===== config.mk =====
export PLATFORM = sky130hd
export DESIGN_NAME = mem_stage
export DESIGN_NICKNAME = d
export VERILOG_FILES = /design/src/rtl/mem_stage.sv
export SDC_FILE = /design/constraint.sdc
export NUM_CORES = 1
export LEC_CHECK = 0
export ABC_AREA = 0
export CORE_MARGIN = 3
export CORE_UTILIZATION = 37
export DETAILED_ROUTE_END_ITERATION = 6
export PLACE_DENSITY = 0.78
export SETUP_SLACK_MARGIN = 0.05
export SYNTH_ARGS = -nofsm -noshare
export SYNTH_HDL_FRONTEND = slang
export SYNTH_SLANG_ARGS = --single-unit

===== constraint.sdc =====
create_clock -name clk -period 2.1 [get_ports clk]
set_input_delay 0.42 -clock clk [delete_from_list [all_inputs] [get_ports clk]]
set_output_delay 0.42 -clock clk [all_outputs]
set_load 0.05 [all_outputs]

===== src/rtl/mem_stage.sv =====
// RV32I memory stage and MEM/WB pipeline register: drives the data bus, aligns loads, stalls on wait states.
// Optional access timeout is enabled with `define MEM_TIMEOUT_EN.
module mem_stage #(
   parameter int TIMEOUT_CYCLES = 16
) (
   input  logic        clk,
   input  logic        rst_n,
   input  logic        RegWriteM,
   input  logic [1:0]  ResultSrcM,
   input  logic        MemWriteM,
   input  logic [2:0]  funct3M,
   input  logic [31:0] ALUoutM,
   input  logic [31:0] WriteDataM,
   input  logic [31:0] inc_PCM,
   input  logic [4:0]  RdM,
   output logic        mem_req,
   output logic        mem_we,
   output logic [31:0] mem_addr,
   output logic [31:0] mem_wdata,
   output logic [3:0]  mem_wstrb,
   input  logic        mem_ready,
   input  logic [31:0] mem_rdata,
   output logic        stall_M,
   output logic        mem_err,
   output logic        RegWriteW,
   output logic [1:0]  ResultSrcW,
   output logic [31:0] ALUoutW,
   output logic [31:0] ReadDataW,
   output logic [31:0] inc_PCW,
   output logic [4:0]  RdW
);

   typedef enum logic {IDLE = 1'b0, WAIT = 1'b1} state_e;

   state_e      state_q;
   logic        load_s;
   logic        memop_s;
   logic        timeout_s;
   logic        stall_s;
   logic [31:0] rdata_s;
   logic [31:0] ld_data_s;
   logic [31:0] wdata_s;
   logic [3:0]  wstrb_s;

   logic        regwrite_w_q;
   logic [1:0]  resultsrc_w_q;
   logic [31:0] aluout_w_q;
   logic [31:0] readdata_w_q;
   logic [31:0] inc_pc_w_q;
   logic [4:0]  rd_w_q;

   // Select, align and extend the load lane from the bus word.
   function automatic logic [31:0] load_extract(input logic [2:0] f3, input logic [1:0] off,
                                                input logic [31:0] word);
      logic [31:0] shifted;
      logic [15:0] half;
      shifted = word >> {off, 3'b000};
      half    = off[1] ? word[31:16] : word[15:0];
      case (f3)
         3'b000:  load_extract = {{24{shifted[7]}}, shifted[7:0]};
         3'b100:  load_extract = {24'h000000, shifted[7:0]};
         3'b001:  load_extract = {{16{half[15]}}, half};
         3'b101:  load_extract = {16'h0000, half};
         default: load_extract = word;
      endcase
   endfunction

   assign load_s    = (ResultSrcM == 2'b01);
   assign memop_s   = load_s | MemWriteM;
   assign stall_s   = memop_s & ~mem_ready & ~timeout_s;
   assign stall_M   = stall_s;
   assign mem_req   = memop_s & rst_n;
   assign mem_we    = MemWriteM;
   assign mem_addr  = {ALUoutM[31:2], 2'b00};
   assign mem_wdata = wdata_s;
   assign mem_wstrb = wstrb_s;

   // Store lane replication and byte strobes.
   always_comb begin
      wdata_s = WriteDataM;
      wstrb_s = 4'b1111;
      case (funct3M)
         3'b000: begin
            wdata_s = {4{WriteDataM[7:0]}};
            wstrb_s = 4'b0001 << ALUoutM[1:0];
         end
         3'b001: begin
            wdata_s = {2{WriteDataM[15:0]}};
            wstrb_s = ALUoutM[1] ? 4'b1100 : 4'b0011;
         end
         3'b010: begin
            wdata_s = WriteDataM;
            wstrb_s = 4'b1111;
         end
         default: begin
            wdata_s = WriteDataM;
            wstrb_s = 4'b1111;
         end
      endcase
   end

   // An abandoned access completes with a zero read word.
   assign rdata_s   = timeout_s ? 32'h0000_0000 : mem_rdata;
   assign ld_data_s = load_s ? load_extract(funct3M, ALUoutM[1:0], rdata_s) : 32'h0000_0000;

`ifdef MEM_TIMEOUT_EN
   localparam int CNT_W = (($clog2(TIMEOUT_CYCLES) + 1) > 5) ? ($clog2(TIMEOUT_CYCLES) + 1) : 5;
   localparam logic [CNT_W-1:0] CNT_LAST = CNT_W'(TIMEOUT_CYCLES - 1);

   logic [CNT_W-1:0] cnt_q;
   logic             err_q;

   assign timeout_s = (state_q == WAIT) && (cnt_q == CNT_LAST) && !mem_ready;
   assign mem_err   = err_q;

   // Wait-cycle counter and one-cycle error pulse after a timeout.
   always_ff @(posedge clk or negedge rst_n) begin
      if (!rst_n) begin
         cnt_q <= {CNT_W{1'b0}};
         err_q <= 1'b0;
      end else begin
         err_q <= timeout_s;
         if ((state_q == WAIT) && !mem_ready && !timeout_s) begin
            cnt_q <= cnt_q + {{(CNT_W-1){1'b0}}, 1'b1};
         end else begin
            cnt_q <= {CNT_W{1'b0}};
         end
      end
   end
`else
   localparam int unused_timeout_cycles = TIMEOUT_CYCLES;

   assign timeout_s = 1'b0;
   assign mem_err   = 1'b0;
`endif

   // Handshake FSM: WAIT covers every cycle the slave has not yet answered.
   always_ff @(posedge clk or negedge rst_n) begin
      if (!rst_n) begin
         state_q <= IDLE;
      end else begin
         case (state_q)
            IDLE: begin
               if (memop_s && !mem_ready) state_q <= WAIT;
               else                       state_q <= IDLE;
            end
            WAIT: begin
               if (mem_ready || timeout_s) state_q <= IDLE;
               else                        state_q <= WAIT;
            end
            default: state_q <= IDLE;
         endcase
      end
   end

   // MEM/WB register; a stall inserts a bubble by clearing the write enable and Rd.
   always_ff @(posedge clk or negedge rst_n) begin
      if (!rst_n) begin
         regwrite_w_q  <= 1'b0;
         resultsrc_w_q <= 2'b00;
         aluout_w_q    <= 32'h0000_0000;
         readdata_w_q  <= 32'h0000_0000;
         inc_pc_w_q    <= 32'h0000_0000;
         rd_w_q        <= 5'd0;
      end else if (!stall_s) begin
         regwrite_w_q  <= RegWriteM;
         resultsrc_w_q <= ResultSrcM;
         aluout_w_q    <= ALUoutM;
         readdata_w_q  <= ld_data_s;
         inc_pc_w_q    <= inc_PCM;
         rd_w_q        <= RdM;
      end else begin
         regwrite_w_q  <= 1'b0;
         rd_w_q        <= 5'd0;
      end
   end

   assign RegWriteW  = regwrite_w_q;
   assign ResultSrcW = resultsrc_w_q;
   assign ALUoutW    = aluout_w_q;
   assign ReadDataW  = readdata_w_q;
   assign inc_PCW    = inc_pc_w_q;
   assign RdW        = rd_w_q;

endmodule


==> flow_summary.json <==
{
  "status": "complete, no violations",
  "ys.flop_type": "dfrtp_1",
  "cts_sinks": 104,
  "setup_viol": 0,
  "register_area_um2": 2600,
  "n_antenna_cell": 0,
  "slew_viol_final": 0,
  "arrival_ns": 1.60,
  "slowest_stage": "mux2_2",
  "worst_pin_slew_ns": 0.668,
  "ant_nets": 0,
  "fill_cells": 950,
  "start_kind": "primary input",
  "async_flop_share_pct": 100,
  "hold_class": "primary input to async pin",
  "drt_iter0_markers": 301,
  "place_area_um2": 8810,
  "cts_buffers": 9,
  "die_area_um2": 15100,
  "syn_to_final_growth_pct": 81.9,
  "ios": 319,
  "nets": 853,
  "syn_area_um2": 5050,
  "hold_buffers": 0,
  "grt.overflow.total": 0,
  "synth_warnings": 0,
  "cts_root_buffer": "clkbuf_16",
  "max_stage_delay_ns": 0.34,
  "whs_ns": 0.159,
  "path_class": "primary input to output port",
  "grt_pass1_wl_um": 25300,
  "first_pass_iters": 5,
  "crit_path_end_kind": "output port",
  "rsz0062_at_grt": "true",
  "routabilityCongestion": 0.899,
  "die_height_um": 123,
  "die_w_um": 123,
  "synth_cell_types": 36,
  "synthCells": 416,
  "dp_hpwl_um": 13600,
  "final_cell_area_um2": 9190,
  "cap_viol_max_count": 0,
  "cts.path.max_buffers": 2,
  "leakage_nw": 3.94,
  "ys_ff_latch": 104,
  "cts.clk_slew.worst_paths_ns": 0.07,
  "setup_tns_ns": 0,
  "grt_pass1_vias": 4648,
  "start_util_pct": 38.0,
  "multi_input_area_um2": 2060,
  "antenna_found_initial": 0,
  "drive_above_1_share_pct": 32.2,
  "synth_edf_count": 0,
  "relSlewSlack_pct": 55.4,
  "final_cell_mix": "clkdlybuf4s50_1, dfrtp_1, mux2_2",
  "r2r_slack_ns": 1.26,
  "cts_tree": "built",
  "vias": 4439,
  "route.detailed.drc": 0,
  "grt_max_degree": 105,
  "avgSynthCellArea_um2": 12.2,
  "final_common_cell": "clkdlybuf4s50_1",
  "powerDensity_nw_per_um2": 689,
  "fin_crit_ns": 2.02,
  "ys_top_cells_by_area": "dfrtp_1, mux2_2, buf_4",
  "io_buffers": 315,
  "htreeDepth": 3,
  "final_hold_viol_count": 0,
  "finalWirelength_um": 17000,
  "synth_top_area_share_pct": 51.5,
  "clock_latency_ns": 0.34,
  "clock_skew_ns": 0,
  "vias_per_cell": 4.98,
  "peakVddDrop_mv": 0.414,
  "fmax_mhz": 494,
  "total_power_w": 0.00633,
  "fin_crit_sh_pct": 96.4,
  "final_util_pct": 69.1,
  "cp_cell_sequence": "dlygate4sd2_1 > nor3_2 > buf_4 > mux2_2 > buf_6",
  "r2r_cells": 1,
  "core_um2": 13300,
  "yosys.area.top_type": "dfrtp_1",
  "wire_per_inst_um": 19.1,
  "seq_area_frac_synth_pct": 51.5,
  "track_usage_pct": 21.9,
  "worstPathRequired_ns": 1.68,
  "worstPathMaxFanout": 4,
  "num_rows": 42
}
[stage by stage]
stage / instances / setup WS [ns]
2_1_floorplan: 418 / -0.0458
3_3_place_gp: 873 / -0.160
3_5_place_dp: 873 / -0.175
4_1_cts: 891 / 0.0555
5_1_grt: 891 / 0.0441
6_report: 891 / 0.0766
[critical path, delay by kind of cell]
family | cells | cell delay (ns)
buf+inv | 3 | 0.60
mux | 1 | 0.34
simple gates | 1 | 0.24
[logic make-up (layout without fill, tap and decap cells)]
| group | Yosys count | in the layout | share of synthesized area (%) |
|---|---|---|---|
| other | 1 | 3 | 0.0742 |
| and+or+nand+nor | 59 | 59 | 6.21 |
| muxes | 98 | 98 | 21.7 |
| buffers and inverters | 79 | 376 | 9.48 |
| AOI/OAI and AO/OA | 75 | 75 | 11.0 |
| DFF | 104 | 104 | 51.5 |
[sequential cells by signal, summed over array words and instances, names as in the netlist]
name,count
ALUoutW,32
RdW,5
ReadDataW,32
RegWriteW,1
ResultSrcW,2
inc_PCW,32
[layer usage]
layer	wire length [µm]	up-vias	GRT usage, %	part of all wire, %
met4	427	0	7.56	2.5
met1	6000	2124	23.8	35
li1	-	2035	-	-
met3	1670	31	7.37	9.8
met2	8930	249	39.6	52
met5	0	-	0	0
[Yosys cell counts (2+ instances only)]
| master | number |
|---|---|
| inv_1 | 10 |
| nor2b_1 | 13 |
| o22ai_1 | 7 |
| nor3_1 | 2 |
| buf_1 | 2 |
| clkbuf_1 | 10 |
| nand3_1 | 6 |
| o2bb2ai_1 | 2 |
| dfrtp_1 | 104 |
| nand2b_1 | 3 |
| buf_2 | 14 |
| mux2i_1 | 14 |
| o21a_1 | 6 |
| nand2_1 | 17 |
| a21oi_1 | 10 |
| a221o_1 | 17 |
| mux2_2 | 83 |
| buf_4 | 42 |
| nor2_1 | 11 |
| a22o_1 | 6 |
| a221oi_1 | 8 |
| o21ai_0 | 15 |
[worst paths after layout]
check	from	endpoint
max reg2reg	ReadDataW[19]	ReadDataW[19]
max in group asynchronous	rst_n	ReadDataW[2]
max	funct3M[2]	mem_wdata[10]
min reg2reg	ReadDataW[15]	ReadDataW[15]
min	rst_n	ALUoutW[0]
min in group clk	ReadDataW[15]	ReadDataW[15]
[cell type report]
type / instances / share of cell area [%]
clock buffer: 9 / 2.45
clock inverter: 7 / 0.857
inverter: 10 / 0.408
multi-input combinational: 235 / 22.4
sequential: 104 / 28.3
tap: 176 / 2.40
timing repair buffer: 350 / 43.2
[power breakdown]
part | internal, W | total (W) | switching [W]
Clock | 0.000937 | 0.00171 | 0.000772
Sequential | 0.00216 | 0.00225 | 0.0000841
Combinational | 0.00101 | 0.00238 | 0.00137
[repair_timing]
item | 4_1_cts | 5_1_grt
resized for setup | 18 | 5
pin swaps | 1 | 2
setup endpoints to repair | 28 | 10
cloned | 1 | 0
buffers inserted | 1 | 0
Power figures use the tool's default switching activity.
